==> src/rtl/key_scan_pkg.sv <==
// Shared keypad definitions: scanner state encoding, one-hot column codes and
// small helpers used by the scanner.
package key_scan_pkg;

  typedef enum logic [1:0] {
    ST_SCAN     = 2'd0,
    ST_DEBOUNCE = 2'd1,
    ST_PRESSED  = 2'd2,
    ST_RELEASE  = 2'd3
  } state_e;

  localparam logic [3:0] COL_0 = 4'b0001;
  localparam logic [3:0] COL_1 = 4'b0010;
  localparam logic [3:0] COL_2 = 4'b0100;
  localparam logic [3:0] COL_3 = 4'b1000;

  // Any non-code value falls back to COL_0 so the drive can never leave one-hot.
  function automatic logic [3:0] next_col(input logic [3:0] c);
    case (c)
      COL_0:   next_col = COL_1;
      COL_1:   next_col = COL_2;
      COL_2:   next_col = COL_3;
      default: next_col = COL_0;
    endcase
  endfunction

  function automatic logic one_hot4(input logic [3:0] v);
    one_hot4 = (v != 4'd0) && ((v & (v - 4'd1)) == 4'd0);
  endfunction

endpackage

==> src/rtl/sync2.sv <==
// Two-flop synchronizer for asynchronous level inputs, W bits wide.
module sync2 #(
  parameter int W = 4
) (
  input  logic         clk1,
  input  logic         rst_n,
  input  logic [W-1:0] d_i,
  output logic [W-1:0] q_o
);

  logic [W-1:0] meta_q;
  logic [W-1:0] sync_q;

  always_ff @(posedge clk1 or negedge rst_n) begin
    if (!rst_n) begin
      meta_q <= '0;
      sync_q <= '0;
    end else begin
      meta_q <= d_i;
      sync_q <= meta_q;
    end
  end

  assign q_o = sync_q;

endmodule

==> src/rtl/key_scan.sv <==
// 4x4 keypad scanner: rotates a one-hot column drive, debounces a single
// pressed key and its release, and reports the accepted row/column code.
module key_scan
  import key_scan_pkg::*;
#(
  parameter int SCAN_DIV     = 1000,
  parameter int DEBOUNCE_CNT = 20000
) (
  input  logic       clk1,
  input  logic       rst_n,
  input  logic [3:0] row_in,
  output logic [3:0] col_drv,
  output logic [3:0] fil,
  output logic [3:0] col,
  output logic       key_valid,
  output logic       key_held
);

  localparam int DW = (SCAN_DIV > 1) ? $clog2(SCAN_DIV) : 1;
  localparam int CW = (DEBOUNCE_CNT > 1) ? $clog2(DEBOUNCE_CNT) : 1;
  localparam logic [DW-1:0] DWELL_LAST = DW'(SCAN_DIV - 1);
  localparam logic [CW-1:0] CNT_LAST   = CW'(DEBOUNCE_CNT - 1);

  logic [3:0]    row_s;
  state_e        state_q, state_d;
  logic [3:0]    col_drv_q, col_drv_d;
  logic [DW-1:0] dwell_q, dwell_d;
  logic [CW-1:0] cnt_q, cnt_d;
  logic [3:0]    cap_q, cap_d;
  logic [3:0]    fil_q, fil_d;
  logic [3:0]    col_q, col_d;
  logic          key_valid_q, key_valid_d;
  logic          key_held_q, key_held_d;

  sync2 #(.W(4)) u_sync (
    .clk1  (clk1),
    .rst_n (rst_n),
    .d_i   (row_in),
    .q_o   (row_s)
  );

  always_ff @(posedge clk1 or negedge rst_n) begin
    if (!rst_n) begin
      state_q     <= ST_SCAN;
      col_drv_q   <= COL_0;
      dwell_q     <= '0;
      cnt_q       <= '0;
      cap_q       <= '0;
      fil_q       <= '0;
      col_q       <= '0;
      key_valid_q <= 1'b0;
      key_held_q  <= 1'b0;
    end else begin
      state_q     <= state_d;
      col_drv_q   <= col_drv_d;
      dwell_q     <= dwell_d;
      cnt_q       <= cnt_d;
      cap_q       <= cap_d;
      fil_q       <= fil_d;
      col_q       <= col_d;
      key_valid_q <= key_valid_d;
      key_held_q  <= key_held_d;
    end
  end

  always_comb begin
    state_d     = state_q;
    col_drv_d   = col_drv_q;
    dwell_d     = dwell_q;
    cnt_d       = cnt_q;
    cap_d       = cap_q;
    fil_d       = fil_q;
    col_d       = col_q;
    key_valid_d = 1'b0;
    key_held_d  = key_held_q;
    case (state_q)
      ST_SCAN: begin
        // Rows are only looked at once the column has settled for a full dwell.
        if (dwell_q == DWELL_LAST) begin
          if (one_hot4(row_s)) begin
            cap_d   = row_s;
            cnt_d   = '0;
            state_d = ST_DEBOUNCE;
          end else begin
            col_drv_d = next_col(col_drv_q);
            dwell_d   = '0;
          end
        end else begin
          dwell_d = dwell_q + DW'(1);
        end
      end
      ST_DEBOUNCE: begin
        if (row_s == cap_q) begin
          if (cnt_q == CNT_LAST) begin
            state_d     = ST_PRESSED;
            fil_d       = cap_q;
            col_d       = col_drv_q;
            key_valid_d = 1'b1;
            key_held_d  = 1'b1;
          end else begin
            cnt_d = cnt_q + CW'(1);
          end
        end else begin
          state_d   = ST_SCAN;
          col_drv_d = next_col(col_drv_q);
          dwell_d   = '0;
        end
      end
      ST_PRESSED: begin
        if (row_s == 4'd0) begin
          cnt_d   = '0;
          state_d = ST_RELEASE;
        end
      end
      ST_RELEASE: begin
        // Any bounce back to nonzero restarts the release qualification.
        if (row_s != 4'd0) begin
          cnt_d   = '0;
          state_d = ST_PRESSED;
        end else if (cnt_q == CNT_LAST) begin
          key_held_d = 1'b0;
          state_d    = ST_SCAN;
          col_drv_d  = next_col(col_drv_q);
          dwell_d    = '0;
        end else begin
          cnt_d = cnt_q + CW'(1);
        end
      end
      default: state_d = ST_SCAN;
    endcase
  end

  assign col_drv   = col_drv_q;
  assign fil       = fil_q;
  assign col       = col_q;
  assign key_valid = key_valid_q;
  assign key_held  = key_held_q;

endmodule

==> config.mk <==
export PLATFORM = sky130hd
export DESIGN_NAME = key_scan
export DESIGN_NICKNAME = d
export VERILOG_FILES = /design/src/rtl/key_scan_pkg.sv /design/src/rtl/sync2.sv /design/src/rtl/key_scan.sv
export SDC_FILE = /design/constraint.sdc
export NUM_CORES = 1
export LEC_CHECK = 0
export CORE_AREA = 2 2 77 79
export CTS_CLUSTER_SIZE = 14
export DETAILED_ROUTE_END_ITERATION = 8
export DIE_AREA = 0 0 79 81
export PLACE_DENSITY = 0.67
export SLEW_MARGIN = 20
export SYNTH_ARGS = -nofsm -noshare
export SYNTH_HDL_FRONTEND = slang
export SYNTH_HIERARCHICAL = 1
export SYNTH_SLANG_ARGS = --single-unit
export TNS_END_PERCENT = 5
==> constraint.sdc <==
create_clock -name clk1 -period 2.8 [get_ports clk1]
set_input_delay 0.56 -clock clk1 [delete_from_list [all_inputs] [get_ports clk1]]
set_output_delay 0.56 -clock clk1 [all_outputs]
set_load 0.005 [all_outputs]
==> results of run 1 <==
==> registers in the layout, indices dropped and copies added (netlist names) <==
register	flops
state_q	2
u_sync/q_o	4
key_valid	1
col_drv	4
u_sync/meta_q	4
key_held	1
cap_q	4
fil	4
col	4
cnt_q	15
dwell_q	10
==> power breakdown <==
part	internal, uW	switching, uW	total, uW	leakage, uW
logic	11.5	19.3	30.8	0.000534
clock network	204	262	466	0.0000478
registers	771	5.18	776	0.000704
==> stage by stage <==
step | hold slack [ns] | total power [uW]
after floorplan | 0.264 | 797
after global placement | 0.332 | 823
after detailed placement | 0.337 | 824
after CTS | 0.206 | 1290
after global routing | 0.205 | 1320
final | 0.186 | 1270
==> cells in the final DEF, fill, tap and decap left out, types with 6 or more instances in the layout <==
master / count
a21oi_1: 10
a31oi_1: 15
and3_1: 8
buf_4: 12
clkbuf_8: 6
clkdlybuf4s50_1: 18
dfrtp_1: 52
inv_1: 7
mux2_2: 16
nand2_1: 21
nand3_1: 7
nor2_1: 14
nor3_1: 6
nor4_1: 7
o21ai_0: 16
==> worst reg2reg max path, delay by kind of cell (launching register included) <==
family                 cells  cell delay (ns)
multiplexers               1             0.34
AND/OR/NAND/NOR            3             1.42
flip-flops                 1             0.46
buffers and inverters      1             0.22
==> per-layer routing <==
| metal | vias up | GRT usage, % | part of all wire, % |
|---|---|---|---|
| met2 | 44 | 26.8 | 47 |
| met3 | 7 | 3.33 | 3.5 |
| met1 | 990 | 23.6 | 48 |
| met4 | 0 | 5.17 | 1.4 |
| met5 | - | 0 | 0 |
| li1 | 1010 | - | - |
==> cell usage after synthesis, drive strengths merged, types with 4 or more instances <==
master   n
a211o    5
a21oi   10
a31oi   15
and3     8
clkbuf   5
dfrtp   52
inv      7
mux2    16
nand2   21
nand3    7
nand4    4
nor2    14
nor3     6
nor4     9
nor4b    4
o21ai   16
xnor2    4
==> how the worst min path moves through the flow <==
stage | from | end | slack [ns]
2_1_floorplan | rst_n | cap_q[0] | 0.26
3_3_place_gp | u_sync/meta_q[3] | u_sync/q_o[3] | 0.33
3_5_place_dp | u_sync/meta_q[2] | u_sync/q_o[2] | 0.34
4_1_cts | rst_n | col[3] | 0.21
5_1_grt | rst_n | col[1] | 0.21
6_report | rst_n | col[1] | 0.19
==> cell type report <==
cell class	instances	area, um^2
Sequential cell	53	1330
Tap cell	75	93.8
Fill cell	532	2620
Inverter	7	26.3
Clock buffer	6	82.6
Timing Repair Buffer	31	275
Multi-Input combinational cell	181	1230
Clock inverter	2	16.3
==> cell families (layout without fill, tap and decap cells) <==
| family | Yosys count | after routing | synth area share [%] |
|---|---|---|---|
| buf+inv | 15 | 46 | 2.29 |
| xor+xnor | 5 | 5 | 1.67 |
| compound gates | 64 | 64 | 16.0 |
| flops | 53 | 53 | 50.7 |
| mux | 18 | 18 | 7.64 |
| fa+ha+maj | 2 | 2 | 0.955 |
| simple gates | 92 | 92 | 20.7 |
==> impl_metrics.json, run 1 <==
{
  "status": "completed",
  "synth-main-ff-cell": "dfrtp_1",
  "drv_cap": 0,
  "cts-resized-gates": 0,
  "grt_use_total_pct": 16.9,
  "end_kind": "register",
  "die_h_um": 81,
  "areaGrowthSynthToFinish_pct": 16.6,
  "fin_ws_ns": 0.254,
  "initialDrtViolationCount": 94,
  "synth_edf_count": 0,
  "power_density_mw_per_mm2": 417,
  "numCtsBuffers": 5,
  "drive_above_1_share_pct": 15.7,
  "die_area_mm2": 0.00640,
  "drv_slew": 0,
  "synth_top_area_cell": "dfrtp_1",
  "r2r_end": "fil[2]",
  "cts-root-buf": "clkbuf_8",
  "crit_path_end": "fil[2]",
  "utilization_pct": 53.8,
  "ys_ff_latch": 53,
  "r2r-start": "cnt_q[5]",
  "ir_drop_mv": 0.298,
  "cts_max_path_buffers": 2,
  "place_ws_ns": 0.274,
  "grt_max_degree": 22,
  "yosys_warnings": 6,
  "synthArstFlopShare_pct": 100,
  "io_buffers": 19,
  "critical_path_class": "register to register",
  "place_congestion": 0.857,
  "tightest_slew_ns": 0.476,
  "cp.required_ns": 3.00,
  "cts_max_level": 2,
  "path_max_fanout": 9,
  "antenna_found_initial": 0,
  "hold_viol": 0,
  "start_kind": "register",
  "dr_total_vias": 2051,
  "startpoint": "cnt_q[5]",
  "first_pass_iters": 4,
  "rsz0062_at_grt": "no",
  "path_cells": "or4_4, or4_1, nor4_4, buf_4, mux2_2",
  "synth_top_area_share_pct": 49.7,
  "synthesis.area_mm2": 0.00262,
  "setup_viol": 0,
  "finClkSkew_ns": 0.0148,
  "clk-insertion-delay-late_ns": 0.31,
  "cts_tree": "built",
  "worstPathArrival_ns": 2.75,
  "die_width_um": 79,
  "relSlewSlack_pct": 68.0,
  "grt_pass1_wl_um": 8530,
  "row_count": 28,
  "cp_top_family": "simple AND/OR/NAND/NOR gates",
  "fin_crit_sh_pct": 90.9,
  "leakagePower_uw": 0.00129,
  "cp.buffers_inverters": 1,
  "placed_area_mm2": 0.00295,
  "clk_pin_slew_ns": 0.10,
  "ys_seq_area_share_pct": 50.7,
  "synthDistinctLibCells": 48,
  "core_area_mm2": 0.00568,
  "wirelength_um": 4990,
  "slowest_stage": "or4_1",
  "antenna_cells": 0,
  "ios": 20,
  "synth.area.top_cells": "dfrtp_1 50%, mux2_2 6.9%, a31oi_1 3.6%",
  "hold_class": "primary input to async pin",
  "hpwlAfterDp_um": 3600,
  "syn-num-nets": 257,
  "drc": 0,
  "fin_crit_ns": 2.55,
  "avgRoutedWirePerCell_um": 14.0,
  "finalInstanceArea_mm2": 0.00305,
  "final_nets": 287,
  "initial_core_util_pct": 46.1,
  "post_cts_buffers": 0,
  "syn_inst": 249,
  "ff2ff_setup_slack_ns": 0.25,
  "antenna_left": 0,
  "first_global_vias": 1835,
  "tns_ns": 0,
  "fmax_ghz": 0.393,
  "final-instance-count-excl-fill": 355,
  "ctsHoldBuffers": 0,
  "dp_cells": 347,
  "max_stage_delay_ns": 0.61,
  "avgSynthCellArea_um2": 10.5,
  "via_per_inst": 5.78,
  "worst-path-stages": 5,
  "clock-sinks": 53,
  "r2r_cells": 5,
  "grt_overflow": 0
}
Power figures use the tool's default switching activity.
==> inputs of run 2 (changes only) <==
SLEW_MARGIN = 0   (was 20)
==> results of run 2 <==
No change in the layout: final DEF, timing and power equal those of run 1.
